File: src/rtl/count_ctrl_if.sv
// Button/auto-repeat controller bus: control inputs, counter value and step outputs.
interface count_ctrl_if;
    logic        btn_level;
    logic        tick;
    logic        uphdnl_sw;
    logic        auto_sw;
    logic        sat_sw;
    logic [15:0] q;
    logic        inc;
    logic        uphdnl;
    logic        at_limit;
    logic [1:0]  state;

    modport master (
        output btn_level, tick, uphdnl_sw, auto_sw, sat_sw, q,
        input  inc, uphdnl, at_limit, state
    );

    modport slave (
        input  btn_level, tick, uphdnl_sw, auto_sw, sat_sw, q,
        output inc, uphdnl, at_limit, state
    );
endinterface

File: src/rtl/count_ctrl.sv
// Up/down counter step controller: single press, hold-to-repeat and free-run
// modes, with optional saturation at MIN_VAL/MAX_VAL.
module count_ctrl #(
    parameter int unsigned HOLD_TICKS = 500,
    parameter int unsigned REPEAT_DIV = 50,
    parameter logic [15:0] MAX_VAL    = 16'hFFFF,
    parameter logic [15:0] MIN_VAL    = 16'h0000
) (
    input logic         clk,
    input logic         reset,
    count_ctrl_if.slave bus
);

    localparam logic [1:0] ST_IDLE   = 2'd0;
    localparam logic [1:0] ST_PRESS  = 2'd1;
    localparam logic [1:0] ST_REPEAT = 2'd2;
    localparam logic [1:0] ST_AUTO   = 2'd3;

    localparam logic [15:0] HOLD_LAST = 16'(HOLD_TICKS - 1);
    localparam logic [15:0] RPT_LAST  = 16'(REPEAT_DIV - 1);

    logic [1:0]  state_q, state_d;
    logic [15:0] hold_cnt_q, hold_cnt_d;
    logic [15:0] rpt_cnt_q, rpt_cnt_d;
    logic        btn_prev_q;
    // Set once the button has been seen released; a button held through
    // reset therefore cannot produce a press until released and pressed again.
    logic        armed_q, armed_d;
    logic        inc_q, inc_d;
    logic        uphdnl_q, uphdnl_d;
    logic        at_limit_q, at_limit_d;

    logic press;
    logic req;
    logic at_lim_now;

    assign press = bus.btn_level & ~btn_prev_q & armed_q;

    assign at_lim_now = bus.sat_sw &
                        (( bus.uphdnl_sw & (bus.q == MAX_VAL)) |
                         (~bus.uphdnl_sw & (bus.q == MIN_VAL)));

    // Next-state, counter and step-request decode.
    always_comb begin
        state_d    = state_q;
        hold_cnt_d = hold_cnt_q;
        rpt_cnt_d  = rpt_cnt_q;
        req        = 1'b0;
        case (state_q)
            ST_IDLE: begin
                if (press) begin
                    req        = 1'b1;
                    state_d    = ST_PRESS;
                    hold_cnt_d = '0;
                    rpt_cnt_d  = '0;
                end
            end
            ST_PRESS: begin
                if (!bus.btn_level) begin
                    state_d = ST_IDLE;
                end else if (bus.tick) begin
                    hold_cnt_d = (hold_cnt_q == 16'hFFFF) ? hold_cnt_q : hold_cnt_q + 16'd1;
                    if (hold_cnt_q == HOLD_LAST) begin
                        req       = 1'b1;
                        rpt_cnt_d = '0;
                        state_d   = ST_REPEAT;
                    end
                end
            end
            ST_REPEAT: begin
                if (!bus.btn_level) begin
                    state_d = ST_IDLE;
                end else if (bus.tick) begin
                    if (rpt_cnt_q == RPT_LAST) begin
                        req       = 1'b1;
                        rpt_cnt_d = '0;
                    end else begin
                        rpt_cnt_d = (rpt_cnt_q == 16'hFFFF) ? rpt_cnt_q : rpt_cnt_q + 16'd1;
                    end
                end
            end
            default: begin
                // AUTO: every tick steps; leaving AUTO always lands in IDLE
                req     = bus.tick;
                state_d = ST_IDLE;
            end
        endcase
        // Free-run switch overrides any button activity in the other states
        if (bus.auto_sw) begin
            state_d = ST_AUTO;
            if (state_q != ST_AUTO) begin
                req        = 1'b0;
                hold_cnt_d = hold_cnt_q;
                rpt_cnt_d  = rpt_cnt_q;
            end
        end
    end

    // Output strobe: suppressed at a saturation limit, and never two in a row.
    always_comb begin
        armed_d    = armed_q | ~bus.btn_level;
        inc_d      = req & ~at_lim_now & ~inc_q;
        uphdnl_d   = inc_d ? bus.uphdnl_sw : uphdnl_q;
        at_limit_d = at_lim_now;
    end

    // FSM state, hold/repeat counters and button edge history.
    always_ff @(posedge clk or posedge reset) begin
        if (reset) begin
            state_q    <= ST_IDLE;
            hold_cnt_q <= '0;
            rpt_cnt_q  <= '0;
            btn_prev_q <= 1'b0;
            armed_q    <= 1'b0;
        end else begin
            state_q    <= state_d;
            hold_cnt_q <= hold_cnt_d;
            rpt_cnt_q  <= rpt_cnt_d;
            btn_prev_q <= bus.btn_level;
            armed_q    <= armed_d;
        end
    end

    // Registered outputs to the counter.
    always_ff @(posedge clk or posedge reset) begin
        if (reset) begin
            inc_q      <= 1'b0;
            uphdnl_q   <= 1'b1;
            at_limit_q <= 1'b0;
        end else begin
            inc_q      <= inc_d;
            uphdnl_q   <= uphdnl_d;
            at_limit_q <= at_limit_d;
        end
    end

    assign bus.inc      = inc_q;
    assign bus.uphdnl   = uphdnl_q;
    assign bus.at_limit = at_limit_q;
    assign bus.state    = state_q;

endmodule

File: src/flat_wrapper.sv
// flat-port wrapper written by rule: the top's interface ports become plain ports
module count_ctrl_flat 
#(
    parameter int unsigned HOLD_TICKS = 500,
    parameter int unsigned REPEAT_DIV = 50,
    parameter logic [15:0] MAX_VAL    = 16'hFFFF,
    parameter logic [15:0] MIN_VAL    = 16'h0000
)
  (clk, reset, bus_btn_level, bus_tick, bus_uphdnl_sw, bus_auto_sw, bus_sat_sw, bus_q, bus_inc, bus_uphdnl, bus_at_limit, bus_state);
  count_ctrl_if bus_i ();
  input logic clk;
  input logic reset;
  input wire logic [$bits(bus_i.btn_level)-1:0] bus_btn_level;
  input wire logic [$bits(bus_i.tick)-1:0] bus_tick;
  input wire logic [$bits(bus_i.uphdnl_sw)-1:0] bus_uphdnl_sw;
  input wire logic [$bits(bus_i.auto_sw)-1:0] bus_auto_sw;
  input wire logic [$bits(bus_i.sat_sw)-1:0] bus_sat_sw;
  input wire logic [$bits(bus_i.q)-1:0] bus_q;
  output wire logic [$bits(bus_i.inc)-1:0] bus_inc;
  output wire logic [$bits(bus_i.uphdnl)-1:0] bus_uphdnl;
  output wire logic [$bits(bus_i.at_limit)-1:0] bus_at_limit;
  output wire logic [$bits(bus_i.state)-1:0] bus_state;
  assign bus_i.btn_level = bus_btn_level;
  assign bus_i.tick = bus_tick;
  assign bus_i.uphdnl_sw = bus_uphdnl_sw;
  assign bus_i.auto_sw = bus_auto_sw;
  assign bus_i.sat_sw = bus_sat_sw;
  assign bus_i.q = bus_q;
  assign bus_inc = bus_i.inc;
  assign bus_uphdnl = bus_i.uphdnl;
  assign bus_at_limit = bus_i.at_limit;
  assign bus_state = bus_i.state;
  count_ctrl #(.HOLD_TICKS(HOLD_TICKS), .REPEAT_DIV(REPEAT_DIV), .MAX_VAL(MAX_VAL), .MIN_VAL(MIN_VAL)) u_core (.clk(clk), .reset(reset), .bus(bus_i));
endmodule
File: config.mk
export PLATFORM = sky130hd
export DESIGN_NAME = count_ctrl_flat
export DESIGN_NICKNAME = d
export VERILOG_FILES = /design/src/rtl/count_ctrl_if.sv /design/src/rtl/count_ctrl.sv /design/src/flat_wrapper.sv
export SDC_FILE = /design/constraint.sdc
export NUM_CORES = 1
export LEC_CHECK = 0
export ABC_AREA = 1
export BUFFER_PORTS_ARGS = -buffer_cell sky130_fd_sc_hd__clkbuf_2
export CORE_ASPECT_RATIO = 1.75
export CORE_UTILIZATION = 59
export DETAILED_ROUTE_END_ITERATION = 7
export GPL_TIMING_DRIVEN = 0
export PLACE_DENSITY_LB_ADDON = 0.05
export SLEW_MARGIN = 10
export SYNTH_ARGS = -nofsm -noshare
export SYNTH_HDL_FRONTEND = slang
export SYNTH_SLANG_ARGS = --single-unit
File: constraint.sdc
create_clock -name clk -period 2.1 [get_ports clk]
set_input_delay 0.315 -clock clk [delete_from_list [all_inputs] [get_ports clk]]
set_output_delay 0.315 -clock clk [all_outputs]
set_load 0.02 [all_outputs]
; ---- Yosys cells after proc, flatten, opt, wreduce, memory -nomap -nowiden
; Cells that the tools add are included.
[totals]
ff_bits = 39
out_inout_bits = 5
elab_cells = 75
latchBits = 0
memories = 0
rom_bits = 0
ram_bits = 0
[classes]
n_mul = 0
n_addsub = 2
div_mod_pow = 0
reduce_logical = 3
bitwise_logic = 14
n_shift = 0
n_eq_ne = 13
n_mux = 35
n_lt_le_gt_ge = 0
[op_table]
columns = cell, count
row1 = 16-bit two-way mux, 16
row2 = 16-bit == test (second input constant), 3
row3 = 16-bit one-hot mux with 3 select lines, 1
row4 = 16-bit by 1-bit adder with 16-bit output (second input constant), 2
row5 = 16-bit one-hot mux with 2 select lines, 1
row6 = 16-bit by 6-bit == test with 1-bit output (second input constant), 1
row7 = 16-bit by 9-bit == test with 1-bit output (second input constant), 1
row8 = 16-bit zero test, 1
row9 = 2-bit two-way mux, 6
row10 = 1-bit two-way mux, 9
row11 = 1-bit bitwise AND, 7
row12 = 2-bit one-hot mux with 3 select lines, 1
row13 = 1-bit NOT, 5
row14 = 2-bit != test (second input constant), 2
row15 = 4-bit by 3-bit != test with 1-bit output (second input constant), 1
row16 = 4-bit != test (second input constant), 1
row17 = 4-bit AND reduction, 1
row18 = 3-bit by 2-bit != test with 1-bit output (second input constant), 1
row19 = 3-bit != test (second input constant), 1
row20 = 1-bit one-hot mux with 3 select lines, 1
row21 = 2-bit by 1-bit == test with 1-bit output (second input constant), 1
row22 = 2-bit == test (second input constant), 1
row23 = 2-bit zero test, 1
row24 = 1-bit bitwise OR, 2

; ---- Longest topological paths before layout
; Gate-level depths: netlist (run 1).
[depth]
depth_word = 9
ltp_mapped = 14

; ---- Least setup slack after synthesis (run 1)
; Ideal clock, no wire load.
[synth_path]
kind = reg2reg
from = register u_core.state_q[1], in the netlist u_core.bus.state[1]
to = register u_core.rpt_cnt_q[15]
stages_incl_launch_ff = 11
setup_time_ns = 0.117
path_slack_ns = 0.144
path_buffers = 1
required_time_ns = 1.983
t_arrival_ns = 1.838
cell_sequence = dfrtp_1 inv_1 ha_1 buf_2 o21a_1 nor4_2 nand2_1 nor2_4 inv_1 nand2_1 nand2_1
[synth_via]
elab_chain_cells = 4
elab_cells_between_ends = 8
cone_classes = eq/ne: 4 / mux: 3 / reduce/logical: 1
[synth_lines]
columns = item, line
row1 = start: declaration, count_ctrl.sv:22  ; logic [1:0] state_q, state_d;
row2 = start signal: assignment, count_ctrl.sv:116  ; state_q <= state_d;
row3 = "2-bit == test, or another cell as far along", count_ctrl.sv:49  ; case (state_q)
row4 = 16-bit one-hot mux with 3 select lines, count_ctrl.sv:49
row5 = 16-bit two-way mux, count_ctrl.sv:91  ; if (state_q != ST_AUTO) begin
row6 = 16-bit two-way mux, count_ctrl.sv:89  ; if (bus.auto_sw) begin
row7 = end signal: assignment, count_ctrl.sv:118  ; rpt_cnt_q <= rpt_cnt_d;
row8 = end: declaration, count_ctrl.sv:24  ; logic [15:0] rpt_cnt_q, rpt_cnt_d;
; Parallel ways exist; a longest one is shown, timed or not. The select of a mux whose other input is x is not followed.
; A chain may end at the register's enable or synchronous reset.

; ---- Final worst setup path (run 1)
[layout_path]
from = register u_core.state_q[1], in the netlist u_core.bus.state[1]
to = register u_core.rpt_cnt_q[6]
; The elaborated chain is that of the path after synthesis.

==> flow_summary_export.csv, run 1 <==
group,metric,value,unit
yosys,ys.warnings.count,0,
yosys,netlist_instances,400,
sta,setup_tns,0,ns
grt,grt_pass1_wl,11.80,mm
sta,fmax,505.1,MHz
route,firstDrtPassIters,5,
yosys,avgSynthCellArea,6.769,um2
clocking,cts_tree,"done",
setup_path,cpMaxStageDelayCell,"dfrtp_1",
worst_hold_path,hp-class,"input pin to flop",
setup_path,r2r_slack,0.12,ns
setup_path,arrival,2.16,ns
finish,drive_gt1_share,15.61,%
clocking,insertion_delay,0.30,ns
sta,hold_viol,0,
die,fp.dieW,53.21,um
placement,pre_cts_ws,-0.09782,ns
sta,slew_violations,0,
route,route.met3.wl,176,um
finish,syn_to_final_growth,15.71,%
pwr,p_leak,1.472,nW
yosys,ys_top_cells_by_area,"dfrtp_1 (35%), nand2_1 (15%), nor2_1 (9.7%)",
pwr,switching_share,41.66,%
clocking,cts_max_level,2,
yosys,async_flop_share,100.0,%
setup_path,critPathLaunch,"u_core.bus.state[1]$_DFFE_PP0P_",
setup_path,worstPathCellList,"buf_4 -> ha_1 -> o21a_1 -> nor4_2 -> nand2_1 -> nor2_4 -> buf_2 -> o21ai_1",
yosys,synthFlopType,"dfrtp_1",
die,die_h,91.62,um
finish,nets,471,
die,io_pins,28,
setup_path,reg2reg_to,"u_core.rpt_cnt_q[6]$_DFFE_PP0P_",
clocking,cts_made_buffers,5,
finish,fill_cells,405,
sta,finalCritPeriodShare,94.28,%
clocking,path_clk_slew,0.08,ns
setup_path,worst-path-max-fanout,7,
yosys,ys_ff_latch,39,
sta,min_period,1.980,ns
grt,grt_max_degree,34,
pwr,power_switching,1.201,mW
grt,grt_overflow,0,
yosys,yosysSeqAreaShare,36.09,%
grt,antenna_found_initial,0,
pwr,power_density,919.9,nW/um2
pwr,power.internal,1.682,mW
setup_path,end_kind,"flop",
yosys,ys_top_cells_by_count,"nand2_1 (109), nor2_1 (70), inv_1 (45)",
pwr,ir_drop,0.6053,mV
placement,dp_hpwl,5.389,mm
grt,grt_pass1_vias,2758,
flow_run,drv_cap,0,
route,met2_length,4.110,mm
finish,regArea,979.7,um2
yosys,synth.most_common_cell,"nand2_1",
yosys,synth_nets,430,
pwr,power_frac_seq,32.8,%
yosys,synth_top_area_share,35.12,%
sta,fin_worst_skew,0.009066,ns
clocking,cts.path.max_buffers,2,
finish,fin_util,71.14,%
die,core,4404,um2
setup_path,r2r_cells,8,
sta,grt_setup_unrepaired,"false",
route,wirelength,7.143,mm
sta,fin_ws,0.1202,ns
clocking,cts_sinks,39,
setup_path,critical_path.max_stage_delay,0.39,ns
route,m1WireLength,2.619,mm
route,vias,2738,
pwr,power,2.882,mW
sta,slew_headroom,65.39,%
die,start_util,61.48,%
yosys,netlist_area,2708,um2
route,drc,0,
run_status,status,"finished clean",
clocking,root_buffer,"clkbuf_8",
route,topRoutingLayerUsed,"met4",
yosys,yosys.area.top_type,"dfrtp_1",
route,detail_route.wl_per_cell,14.49,um
placement,portBuffers,27,
finish,multiInputGateArea,1534,um2
die,rows,32,
route,drtAntennaViolNets,0,
die,die-area,4875,um2
sta,finalSetupViolCount,0,
setup_path,start_kind,"flop",
finish,diodes,0,
grt,grtUsageTotal,32.86,%
pwr,pwr-share-clk,23.2,%
sta,tightestPinTransition,0.5192,ns
setup_path,crit_required,2.28,ns
placement,place_congestion,1.005,
setup_path,rr_startpoint,"u_core.bus.state[1]$_DFFE_PP0P_",
yosys,ys_types,30,
yosys,synth-edff-count,0,
setup_path,crit_end,"u_core.rpt_cnt_q[6]$_DFFE_PP0P_",
route,drt_iter0_drc,87,
pwr,combPwrFrac,44.0,%
setup_path,path_class,"flop to flop",
route,viasPerCell,5.554,
## power by group through the flow
stage	Combinational, mW	Clock (mW)	Sequential [mW]
after floorplan	0.752	0	0.984
after global placement	1.10	0	0.956
after detailed placement	1.13	0	0.959
after CTS	1.23	0.679	0.935
after global routing	1.39	0.706	0.959
final	1.27	0.668	0.945
## worst min-delay path by stage
stage                             start                          endpoint  slack [ns]  depth (start not counted)
4_1_cts                      bus_sat_sw     u_core.bus.at_limit$_DFF_PP0_        0.23                          3
5_1_grt                   bus_btn_level       u_core.btn_prev_q$_DFF_PP0_        0.25                          1
6_report                     bus_sat_sw     u_core.bus.at_limit$_DFF_PP0_        0.23                          3
3_5_place_dp                      reset  u_core.hold_cnt_q[3]$_DFFE_PP0P_        0.21                          2
2_1_floorplan             bus_btn_level       u_core.btn_prev_q$_DFF_PP0_        0.35                          0
3_3_place_gp   u_core.armed_q$_DFF_PP0_          u_core.armed_q$_DFF_PP0_        0.44                          2
## critical path: cells and delay by family, from the launching register on
family	cells	cell delay [ns]
AND/OR/NAND/NOR	3	0.59
flip-flops	1	0.39
AO/OA/AOI/OAI	2	0.27
adder cells (fa/ha/maj)	1	0.24
buffers and inverters	2	0.37
## stage by stage
stage | hold WS, ns | std cells | instance area [um2]
2_1_floorplan | 0.3464 | 400 | 2708
3_3_place_gp | 0.4367 | 478 | 2907
3_5_place_dp | 0.2099 | 479 | 2927
4_1_cts | 0.2282 | 493 | 3102
5_1_grt | 0.2547 | 493 | 3133
6_report | 0.2263 | 493 | 3133
## timing repair
item                                   4_1_cts  5_1_grt
pin swaps                                    3        4
buffers inserted                             4        0
setup endpoints to repair                   31       32
endpoints found under the hold margin        6        0
gates resized for setup                      5        9
gates cloned                                 1        0
hold buffers                                 1        0
## sequential cells by signal, indices dropped and copies added, names as in the netlist
signal               count
u_core.bus.inc           1
u_core.btn_prev_q        1
u_core.armed_q           1
u_core.bus.at_limit      1
u_core.hold_cnt_q       16
u_core.rpt_cnt_q        16
u_core.bus.uphdnl        1
u_core.bus.state         2
## cell type report
cell class,count,share of cell area [%]
sequential,39,31.27
timing repair buffer,34,6.390
tap,51,2.037
buffer,6,1.797
inverter,47,5.791
clock buffer,6,2.636
clock inverter,2,1.118
multi-input combinational,308,48.96
## cells by family after synthesis
logic type / Yosys count / share of synthesized area, %
flip-flops: 39 / 36.09
adder cells (fa/ha/maj): 7 / 3.235
AO/OA/AOI/OAI: 39 / 7.394
XOR/XNOR: 16 / 5.176
AND/OR/NAND/NOR: 246 / 39.74
buffers and inverters: 53 / 8.364
## cells in the final DEF, fill, tap and decap left out, types with 2 or more instances in the layout
master	netlist	routed
a21oi_1	10	10
buf_4	1	5
buf_6	3	4
clkbuf_2	0	27
clkbuf_8	0	6
dfrtp_1	38	36
dfrtp_2	0	2
ha_1	7	5
inv_1	45	43
inv_2	2	3
nand2_1	109	108
nand2_2	2	2
nand3_1	31	30
nand3_2	1	2
nand4_1	11	11
nor2_1	70	69
nor3_1	11	11
nor3_2	3	3
o21a_1	2	2
o21ai_0	19	19
o21ai_1	8	8
or2_2	2	2
xor2_1	15	15
## routing by layer
metal / up-vias / track usage [%]
met1: 1292 / 31.90
met2: 60 / 62.71
met5: - / 0
li1: 1361 / -
met4: 0 / 17.11
met3: 25 / 2.985
Note: power is estimated with default switching activity, not from simulation.
==> run 2, diff against run 1 <==
- ABC_AREA: 1 -> default
- CORE_UTILIZATION: 59 -> 58
==> run 2 against run 1 <==
  * The flow now finishes with violations (negative setup slack)
  * Clock power about the same
  * First-iteration DRC count up 48%
  * Critical path depth up 1
  * Sequential share of layout area down 2.6 points
  * Die area down 6.0%
  * Fmax down 10%
  * Design area up 9.3%
  * Non-clock buffer count up 24
  * Wire length up 8.7%
  * Utilization up 12 points
  * Flip-flop and latch count unchanged
==> flow_summary_export.csv, run 2 <==
group,metric,value,unit
run_status,status,"finished with violations",
run_status,violations,"negative setup slack",
flow_run,drv_cap,0,
clocking,insertion_delay,0.30,ns
sta,min_period,2.199,ns
yosys,ys_ff_latch,39,
yosys,netlist_area,2496,um2
route,viasPerCell,6.764,
setup_path,worst-path-max-fanout,5,
yosys,synth-edff-count,0,
grt,grtUsageTotal,32.37,%
yosys,ys_top_cells_by_count,"dfrtp_1 (38), a21oi_1 (20), nand2_1 (20)",
die,die_h,88.79,um
route,drc,0,
route,vias,2604,
sta,finalSetupViolCount,22,
finish,drive_gt1_share,39.29,%
yosys,yosysSeqAreaShare,39.15,%
setup_path,crit_required,2.34,ns
finish,fill_cells,256,
worst_hold_path,hold_depth,1,
clocking,cts.path.max_buffers,2,
placement,dp_hpwl,4.843,mm
finish,fin_cells,385,
yosys,synth_nets,304,
placement,place_inst,351,
sta,hold_viol,0,
setup_path,r2r_cells,9,
yosys,avgSynthCellArea,9.110,um2
route,drtAntennaViolNets,0,
die,core,4111,um2
die,die-area,4580,um2
clocking,cts_tree,"done",
sta,tightestPinTransition,0.4392,ns
route,firstDrtPassIters,4,
yosys,synthFlopType,"dfrtp_1",
finish,final_cell_mix,"dfrtp_1 (35), clkbuf_2 (28), buf_4 (20), nand2_1 (17), nor2_1 (14)",
grt,grt_pass1_wl,10.88,mm
yosys,synth.most_common_cell,"dfrtp_1",
die,start_util,60.71,%
clocking,cts_sinks,39,
clocking,cts_made_buffers,5,
placement,portBuffers,27,
grt,grt_overflow,0,
sta,fmax,454.7,MHz
worst_hold_path,hold_end,"u_core.btn_prev_q$_DFF_PP0_",
grt,antenna_found_initial,0,
setup_path,r2r_slack,-0.1,ns
clocking,root_buffer,"clkbuf_8",
grt,grt_pass1_vias,2383,
sta,finalCritPeriodShare,104.7,%
yosys,ys_types,54,
sta,grt_setup_unrepaired,"true",
yosys,async_flop_share,100.0,%
sta,slew_violations,0,
setup_path,arrival,2.44,ns
finish,diodes,0,
worst_hold_path,hp-class,"input pin to flop",
finish,nets,365,
route,drt_iter0_drc,129,
worst_hold_path,hold_start,"bus_btn_level",
clocking,cts_max_level,2,
pwr,power_density,626.2,nW/um2
setup_path,path_class,"flop to flop",
grt,grt_max_degree,36,
sta,fin_worst_skew,0.009081,ns
setup_path,reg2reg_to,"u_core.rpt_cnt_q[5]$_DFFE_PP0P_",
die,fp.dieW,51.59,um
pwr,ir_drop,0.6027,mV
setup_path,rr_startpoint,"u_core.bus.state[1]$_DFFE_PP0P_",
yosys,netlist_instances,274,
sta,fin_ws,-0.09944,ns
finish,layout_commonest_cell,"dfrtp_1",
route,wirelength,7.765,mm
setup_path,start_kind,"flop",
yosys,ys_top_cells_by_area,"dfrtp_1 (38%), or4_1 (4.8%), a21oi_1 (4.0%)",
placement,place_congestion,0.8674,
yosys,ys.warnings.count,0,
clocking,path_clk_slew,0.08,ns
yosys,yosys.area.top_type,"dfrtp_1",
yosys,synth_top_area_share,38.10,%
route,detail_route.wl_per_cell,20.17,um
setup_path,end_kind,"flop",
die,io_pins,28,
die,rows,31,
pwr,p_leak,1.338,nW
sta,slew_headroom,70.54,%
finish,syn_to_final_growth,37.24,%
placement,pre_cts_ws,-0.3371,ns
[run 2: changes by cell type after synthesis, sizes merged, moves of 11 or more]
cell   change
inv       -34
nand2     -91
nand3     -19
nor2      -56
nor3      -11
o21ai     -16
or4       +16
[run 2: per-stage QoR]
step	total power, mW	TNS [ns]	area (um2)	utilization [%]	hold WS, ns
finish	2.145	-0.7747	3426	83.32	0.2645
floorplan	1.174	-0.08831	2544	-	0.3464
CTS	2.054	-0.4212	3146	76.51	0.2395
global placement	1.297	-5.120	2740	66.65	0.5069
global route	2.222	-2.021	3426	83.32	0.2579
detailed placement	1.316	-5.527	2760	67.13	0.1875
[run 2: routing by layer]
metal  wire (um)  track usage, %  vias up
met2        4424           61.75      105
li1            -               -     1187
met1        2665           31.55     1272
met4         391           17.94        0
met3         283           5.670       40
met5           0               0        -
[run 2: layout make-up]
cell class              instances  area, um2  share of cell area [%]
clock inverters                 2      35.03                   1.023
multi-input cells             212       1754                   51.21
repair buffers                 54      375.4                   10.96
clock buffers                   6      82.58                   2.411
flip-flops and latches         39      980.9                   28.63
well taps                      49      61.31                   1.790
inverters                      13      53.80                   1.570
plain buffers                  10      82.58                   2.411
[run 2: kinds of logic after synthesis]
| kind of cell | share of synthesized area [%] |
|---|---|
| AO/OA/AOI/OAI | 19.70 |
| XOR/XNOR | 2.807 |
| multiplexers | 0.8020 |
| buffers and inverters | 3.659 |
| AND/OR/NAND/NOR | 30.38 |
| flip-flops | 39.15 |
| adder cells (fa/ha/maj) | 3.509 |
[run 2: critical path, stage by stage, from the launching register on]
cell and delay (ns):
dfrtp_2 0.48, inv_4 0.07, ha_4 0.19, a2bb2oi_4 0.15, a211oi_4 0.28, nand2_2 0.15
buf_6 0.14, buf_6 0.10, or4_4 0.42, a21oi_2 0.14
[run 2: what timing repair did]
action | in CTS | in global routing
hold endpoints to repair | 4 | 0
hold buffers | 1 | 0
endpoints found under the setup margin | 31 | 31
buffers inserted | 16 | 9
pin swaps | 23 | 25
gates resized for setup | 32 | 51
gates cloned | 0 | 0
[run 2: report_power, final]
group | switching [mW] | leakage [nW] | internal [mW]
clock network | 0.281 | 0.0612 | 0.385
logic | 0.314 | 0.757 | 0.273
registers | 0.0849 | 0.520 | 0.808
total | 0.680 | 1.34 | 1.47
[run 2: worst max path at each step]
stage                                                from                                 to  slack, ns  cells after the start
after floorplan           u_core.bus.state[0]$_DFFE_PP0P_  u_core.hold_cnt_q[13]$_DFFE_PP0P_      -0.03                      8
after global placement    u_core.bus.state[1]$_DFFE_PP0P_  u_core.hold_cnt_q[13]$_DFFE_PP0P_      -0.31                      7
after detailed placement  u_core.bus.state[0]$_DFFE_PP0P_  u_core.hold_cnt_q[13]$_DFFE_PP0P_      -0.34                      8
after CTS                 u_core.bus.state[1]$_DFFE_PP0P_   u_core.hold_cnt_q[5]$_DFFE_PP0P_      -0.06                      8
after global routing      u_core.bus.state[1]$_DFFE_PP0P_   u_core.rpt_cnt_q[15]$_DFFE_PP0P_      -0.14                     10
final                     u_core.bus.state[1]$_DFFE_PP0P_    u_core.rpt_cnt_q[5]$_DFFE_PP0P_       -0.1                      9
